$ cat src/rtl/vram_pkg.sv
// Shared types and defaults for the VRAM arbiter slice.
package vram_pkg;

    localparam int unsigned VRAM_ADDR_W = 12;
    localparam int unsigned VRAM_DATA_W = 8;

    typedef enum logic {
        ST_IDLE,
        ST_CLEAR
    } state_e;

    typedef enum logic [1:0] {
        GNT_NONE,
        GNT_VID,
        GNT_CPU,
        GNT_CLR
    } gnt_e;

    // Saturating increment for the 16-bit statistics counters
    function automatic logic [15:0] sat_inc16(input logic [15:0] v);
        return (v == 16'hFFFF) ? v : v + 16'd1;
    endfunction

endpackage

$ cat src/rtl/vram_clear_seq.sv
// Bulk clear address sequencer: walks every VRAM address once, restartable.
module vram_clear_seq
    import vram_pkg::*;
#(
    parameter int unsigned ADDR_W = VRAM_ADDR_W
) (
    input  logic              clk,
    input  logic              reset,
    input  logic              start,
    output logic [ADDR_W-1:0] addr,
    output logic              busy,
    output logic              done
);

    localparam logic [ADDR_W-1:0] LAST = '1;

    // Last address is being written this cycle and no restart is pending
    assign done = busy && (addr == LAST) && !start;

    // Address counter and busy flag; reset starts a full clear
    always_ff @(posedge clk) begin
        if (reset) begin
            addr <= '0;
            busy <= 1'b1;
        end else if (start) begin
            addr <= '0;
            busy <= 1'b1;
        end else if (busy) begin
            addr <= addr + ADDR_W'(1);
            if (done) begin
                busy <= 1'b0;
            end
        end
    end

endmodule

$ cat src/rtl/vram_arbiter.sv
// Single-port VRAM arbiter for video scan-out, game port and bulk clear.
// Optional statistics counters are built when VRAM_ARBITER_STATS_EN is defined.
module vram_arbiter
    import vram_pkg::*;
#(
    parameter int unsigned       ADDR_W     = VRAM_ADDR_W,
    parameter int unsigned       DATA_W     = VRAM_DATA_W,
    parameter logic [DATA_W-1:0] CLEAR_VAL  = '0,
    parameter int unsigned       STARVE_MAX = 15
) (
    input  logic              clk_sys,
    input  logic              reset,
    input  logic              vid_rd,
    input  logic [ADDR_W-1:0] vid_addr,
    output logic [DATA_W-1:0] vid_data,
    output logic              vid_valid,
    output logic              vid_miss,
    input  logic              cpu_req,
    input  logic              cpu_we,
    input  logic [ADDR_W-1:0] cpu_addr,
    input  logic [DATA_W-1:0] cpu_wdata,
    output logic              cpu_ack,
    output logic [DATA_W-1:0] cpu_rdata,
    input  logic              clear_start,
    output logic              clear_busy,
    output logic [ADDR_W-1:0] ram_addr,
    output logic              ram_we,
    output logic [DATA_W-1:0] ram_wdata,
    input  logic [DATA_W-1:0] ram_rdata
`ifdef VRAM_ARBITER_STATS_EN
    ,
    output logic [15:0]       stat_miss,
    output logic [15:0]       stat_cpu
`endif
);

    localparam int unsigned   SW         = $clog2(STARVE_MAX + 2);
    localparam logic [SW-1:0] STARVE_LIM = SW'(STARVE_MAX);

    state_e            state_q;
    gnt_e              gnt;
    gnt_e              tag_q;
    logic [SW-1:0]     starve_q;
    logic [ADDR_W-1:0] clr_addr;
    logic              clr_done;
    logic              miss_q;
    logic              cpu_ok;

    vram_clear_seq #(
        .ADDR_W(ADDR_W)
    ) u_clear (
        .clk  (clk_sys),
        .reset(reset),
        .start(clear_start),
        .addr (clr_addr),
        .busy (clear_busy),
        .done (clr_done)
    );

    // Top-level mode: clearing after reset or clear_start, idle once the walk completes
    always_ff @(posedge clk_sys) begin
        if (reset) begin
            state_q <= ST_CLEAR;
        end else if (clear_start) begin
            state_q <= ST_CLEAR;
        end else if (clr_done) begin
            state_q <= ST_IDLE;
        end
    end

    // Grant selection from the registered starvation count; no game grant while acking
    always_comb begin
        gnt    = GNT_NONE;
        cpu_ok = cpu_req && (tag_q != GNT_CPU);
        if (state_q == ST_CLEAR) begin
            if (vid_rd) begin
                gnt = GNT_CLR;
            end
        end else if (cpu_ok && (starve_q == STARVE_LIM)) begin
            gnt = GNT_CPU;
        end else if (vid_rd) begin
            gnt = GNT_VID;
        end else if (cpu_ok) begin
            gnt = GNT_CPU;
        end
    end

    // RAM port mux; held quiet while reset is asserted
    always_comb begin
        ram_addr  = '0;
        ram_we    = 1'b0;
        ram_wdata = '0;
        if (!reset) begin
            if (state_q == ST_CLEAR) begin
                ram_addr  = clr_addr;
                ram_we    = 1'b1;
                ram_wdata = CLEAR_VAL;
            end else if (gnt == GNT_CPU) begin
                ram_addr  = cpu_addr;
                ram_we    = cpu_we;
                ram_wdata = cpu_we ? cpu_wdata : '0;
            end else if (gnt == GNT_VID) begin
                ram_addr = vid_addr;
            end
        end
    end

    // Grant tag, miss strobe and starvation counter
    always_ff @(posedge clk_sys) begin
        if (reset) begin
            tag_q    <= GNT_NONE;
            miss_q   <= 1'b0;
            starve_q <= '0;
        end else begin
            tag_q  <= gnt;
            miss_q <= vid_rd && (state_q == ST_IDLE) && (gnt == GNT_CPU);
            if (!cpu_req || (gnt == GNT_CPU)) begin
                starve_q <= '0;
            end else if (starve_q != STARVE_LIM) begin
                starve_q <= starve_q + SW'(1);
            end
        end
    end

    // Response steering: the tag says who owns this cycle's RAM read data
    always_comb begin
        vid_valid = (tag_q == GNT_VID) || (tag_q == GNT_CLR);
        cpu_ack   = (tag_q == GNT_CPU);
        vid_miss  = miss_q;
        vid_data  = '0;
        cpu_rdata = '0;
        if (tag_q == GNT_VID) begin
            vid_data = ram_rdata;
        end else if (tag_q == GNT_CLR) begin
            vid_data = CLEAR_VAL;
        end
        if (tag_q == GNT_CPU) begin
            cpu_rdata = ram_rdata;
        end
    end

`ifdef VRAM_ARBITER_STATS_EN
    // Saturating event counters, zeroed by reset or a new clear
    always_ff @(posedge clk_sys) begin
        if (reset || clear_start) begin
            stat_miss <= '0;
            stat_cpu  <= '0;
        end else begin
            if (miss_q) begin
                stat_miss <= sat_inc16(stat_miss);
            end
            if (tag_q == GNT_CPU) begin
                stat_cpu <= sat_inc16(stat_cpu);
            end
        end
    end
`endif

endmodule

$ cat config.mk
export PLATFORM = sky130hd
export DESIGN_NAME = vram_arbiter
export DESIGN_NICKNAME = d
export VERILOG_FILES = /design/src/rtl/vram_pkg.sv /design/src/rtl/vram_clear_seq.sv /design/src/rtl/vram_arbiter.sv
export SDC_FILE = /design/constraint.sdc
export NUM_CORES = 1
export LEC_CHECK = 0
export CORE_UTILIZATION = 40
export DETAILED_ROUTE_END_ITERATION = 16
export GPL_ROUTABILITY_DRIVEN = 0
export HOLD_SLACK_MARGIN = 0.05
export PLACE_DENSITY = 0.86
export SKIP_CTS_REPAIR_TIMING = 1
export SYNTH_ARGS = -nofsm -noshare
export SYNTH_HDL_FRONTEND = slang
export SYNTH_HIERARCHICAL = 1
export SYNTH_SLANG_ARGS = --single-unit
$ cat constraint.sdc
create_clock -name clk_sys -period 2.5 [get_ports clk_sys]
set_clock_uncertainty 0.2 [all_clocks]
set_input_delay 0.375 -clock clk_sys [delete_from_list [all_inputs] [get_ports clk_sys]]
set_output_delay 0.375 -clock clk_sys [all_outputs]
set_load 0.005 [all_outputs]
# == Yosys cells after proc, flatten, opt, wreduce, memory -nomap -nowiden ==
# Cells that the tools add are included.
# totals
regBits,22
inputBits,46
out_inout_bits,41
elab_cells,50
# classes
add_sub_neg,2
n_eq_ne,9
muxes,20
bitwise_logic,1
reduce_logical,12
# ops
operator,count
12-bit two-way mux,4
8-bit two-way mux,6
"12-bit by 1-bit adder with 12-bit output, second input constant",1
"12-bit == test, second input constant",1
2-bit two-way mux,5
"2-bit == test, second input constant",3
1-bit logical AND,6
"5-bit by 1-bit adder with 5-bit output, second input constant",1
"5-bit by 4-bit == test with 1-bit output, second input constant",1
1-bit two-way mux,5
"5-bit by 4-bit != test with 1-bit output, second input constant",1
"2-bit by 1-bit == test with 1-bit output, second input constant",2
2-bit OR reduction,2
1-bit zero test,2
1-bit logical OR,2
"2-bit != test, second input constant",1
1-bit NOT,1

# == Logic depth before layout (Yosys ltp) ==
# logic_depth
ltp_word,11
ltp_mapped,9
depth_no_buf,6

# == Hierarchy ==
# The synthesis kept the hierarchy.
# modules_own_cells
mod,instances,cells_per_inst,area_each_um2,seq_area_each_um2
vram_arbiter,1,137,1058.5,180.2
vram_clear_seq,1,64,585.6,260.2

# == Worst setup path after synthesis ==
# No wires, ideal clock.
# synth_timing
kind,register to output
from,register starve_q[0]
to,output port ram_addr[5]
arrival_ps,1660
required_time_ps,1925
path_slack_ps,265
stages_incl_launch_ff,10
path_buffers,3
cell_sequence,dfxtp_1 ha_1 and3_1 ha_1 buf_6 nand2b_4 buf_6 buf_6 a41oi_1 a221oi_2
# synth_between
elab_chain_len,9
elab_cells_between_ends,10
cone_classes,eq/ne (3); mux (6); reduce/logical (1)
# synth_rtl
item,line,rtl
start: declaration,vram_arbiter.sv:43,logic [SW-1:0] starve_q;
start signal: assignment,vram_arbiter.sv:120,starve_q <= starve_q + SW'(1);
5-bit by 4-bit == test with 1-bit output (*),vram_arbiter.sv:79,end else if (cpu_ok && (starve_q == STARVE_LIM)) begin
1-bit logical AND (*),vram_arbiter.sv:79,
2-bit two-way mux (*),vram_arbiter.sv:79,
2-bit two-way mux (*),vram_arbiter.sv:75,if (state_q == ST_CLEAR) begin
2-bit by 1-bit == test with 1-bit output,vram_arbiter.sv:102,end else if (gnt == GNT_VID) begin
12-bit two-way mux,vram_arbiter.sv:102,
12-bit two-way mux (*),vram_arbiter.sv:98,end else if (gnt == GNT_CPU) begin
12-bit two-way mux (*),vram_arbiter.sv:94,if (state_q == ST_CLEAR) begin
12-bit two-way mux (*),vram_arbiter.sv:93,if (!reset) begin
end: declaration,vram_arbiter.sv:26,"output logic [ADDR_W-1:0] ram_addr,"
# Every way passes the cells marked *; elsewhere a longest branch is shown, timed or not.

# == Worst setup path in the final report ==
# layout_timing
from,register starve_q[0]
to,output port ram_addr[8]
# The elaborated chain is that of the path after synthesis.

==> metrics <==
number of global-route vias before repair 1,705; GRT Total Usage 0.235; Hold Path Class flop to flop; max_slew headroom 0.733; sequential area share after synthesis 0.268; routed vias 2,090; CTS buffer count 3; number of synthesized register bits 22; dpl hpwl between 3 and 4 mm; full die area ~4400 um2; fin worst setup slack -0.114 ns; cell family with most CP delay buffers and inverters; clk sink count 22; worst-path maximum fanout 6; H-tree depth 1; die height approximately 66 um; Port Buffers 86; Fin Hold WS about 0.32 ns; I/O pins 87; nature of the critical path endpoint output pin; fmax approximately 380 MHz; first-pass GRT wire length 7.95 mm; worst ir drop on vdd ~0.24 mV; final core occ 0.788; CTS max path bufs 2; status finished, violations left; WS Path Type flop to output pin; slowest stage delay, CP 0.36 ns; Arr. time, crit path a little over 2 ns; pin count of the biggest net entering global routing 28; most common cell after layout, fill and taps aside clkdlybuf4s50_1; worst-skew pair later-pin latency 0.28 ns; LEAKAGE between 1 and 1.5 nW; count of final setup violators 9; Post-Place Cell Area 2590 um2; die width roughly 66 um; layout cells sized above 1 0.286; critical path, cell by cell ha_4 > and3_4 > ha_4 > nand2b_4 > buf_6 > buf_12 > a41oi_2 > a221oi_2 > buf_2; Site Rows 22; Slowest cell on crit path dfxtp_2; worst endpoint required time about 1.9 ns; Area growth syn-to-layout 82.0%; CTS tree done; Synth area leader dfxtp_1; drt total wl 6.31 mm; clock root buffer clkbuf_8; Initial DRC Count about 180; Synthesized Nets 250; post-synth top area share 0.268; most used cell, CP ha_4; crit start category flop; cells after synthesis about 200; Max Slew Vio Count 0; Final Cell Area 2990 um2; NumNets Final 347; Post-DRT Antenna Nets 0; r2r setup slk approximately 0.56 ns; Clock Pin Slew Worst Setup and Hold Paths 0.09 ns; Area contributors post-synth dfxtp_1 (27%), a41oi_1 (6.4%), and2_1 (6.1%); max-cap viol count 0; RSZ-0062 raised after global routing true; Netlist cell types 38; initial antenna violation count 0; power density over the cells between 300 and 400 nW/um2; worst-margin pin slew around 0.4 ns; violated checks negative setup slack; GRT overflow 0; Hold Vio Cnt, Final 0; routed len/inst 18.3 um; crit share post-route 1.05; Core Region ~3800 um2; minimum clock period 2.61 ns; Initial Utilization 0.433; Avg Cell Area, Syn roughly 8 um2; synthesized cell area 1640 um2; synth warn 6; ANT cells 0; vias per inst between 6 and 7; DR pass1 iterations 4; CP Buf/Inv Count 3; DRC viols 0; most frequent cells in the layout clkdlybuf4s50_1 (65), buf_4 (21), dfxtp_1 (20), and2_1 (16), inv_1 (15)
-- worst paths after layout --
kind | cells past startpoint | endpoint | start
worst max-delay path | 9 | ram_addr[8] | starve_q[0]$_SDFFE_PP0P_
worst min-delay path | 2 | u_clear/addr[11]$_SDFFE_PP0P_ | u_clear/addr[11]$_SDFFE_PP0P_
worst max register to register | 7 | starve_q[2]$_SDFFE_PP0P_ | starve_q[0]$_SDFFE_PP0P_
worst min register to register | 2 | u_clear/addr[11]$_SDFFE_PP0P_ | u_clear/addr[11]$_SDFFE_PP0P_
-- metal layers --
layer | vias up | global-route usage | part of all wire
met5 | - | 0 | 0
met3 | 19 | 0.0362 | 0.075
li1 | 953 | - | -
met4 | 0 | 0.0559 | 0.028
met2 | 110 | 0.412 | 0.50
met1 | 1008 | 0.297 | 0.39
-- synth_stat cells --
cell	count
dfxtp_1	22
and2_1	16
inv_1	15
a41oi_1	12
nor2_1	12
o211ai_1	12
a21oi_1	11
a221oi_1	11
clkbuf_1	9
nor4b_1	8
buf_2	7
nand2_1	7
o21ai_0	6
buf_6	5
nand4_1	5
xor2_1	5
o31ai_1	4
ha_1	3
or4_1	3
mux2i_1	2
nand2b_1	2
nand3_1	2
nand4_2	2
nor2b_1	2
nor4_1	2
or3_1	2
or3_2	2
xnor2_1	2
a221oi_2	1
a311o_1	1
and3_1	1
buf_4	1
inv_2	1
nand2b_4	1
nand4_4	1
nand4b_1	1
nor2b_2	1
or2_2	1
-- area by class of cell --
class / instances / area, um2
clock buffers: 3 / 41.3
repair buffers: 112 / 1060
flip-flops and latches: 22 / 443
inverters: 16 / 65.1
well taps: 48 / 60.1
multi-input cells: 143 / 1290
fillers: 248 / 806
clock inverters: 1 / 30.0
-- logic make-up after synthesis --
kind of cell,Yosys count,synth area share
flip-flops,22,0.268
AND/OR/NAND/NOR,71,0.280
AO/OA/AOI/OAI,58,0.263
adder cells (fa/ha/maj),3,0.0228
multiplexers,2,0.0122
buffers and inverters,38,0.117
XOR/XNOR,7,0.0373
-- worst min-delay path, stage by stage, from the launching register on --
cell	delay (ns)
dfxtp_1	0.35
o31ai_1	0.07
a21oi_1	0.06
-- metrics by stage --
step	setup WS, ns	TNS, ns	power, W	std cells
after floorplan	0.265	0	0.000424	201
after global placement	-0.240	-3.75	0.000540	331
final	-0.114	-0.713	0.000915	345
after global routing	-0.207	-1.67	0.000943	345
after detailed placement	-0.280	-4.58	0.000543	331
after CTS	-0.576	-11.39	0.000874	335
-- registers in the layout, summed over array words and instances (netlist names) --
signal        cells
u_clear/addr     12
starve_q          5
tag_q             2
state_q           1
u_clear/busy      1
vid_miss          1
-- where the power goes --
| part | total [W] | switching [W] | internal (W) |
|---|---|---|---|
| Clock | 0.000343 | 0.000129 | 0.000214 |
| Combinational | 0.000211 | 0.0000854 | 0.000126 |
| Sequential | 0.000361 | 0.00000517 | 0.000355 |
| Total | 0.000915 | 0.000219 | 0.000695 |
(Power assumes the default switching activity.)
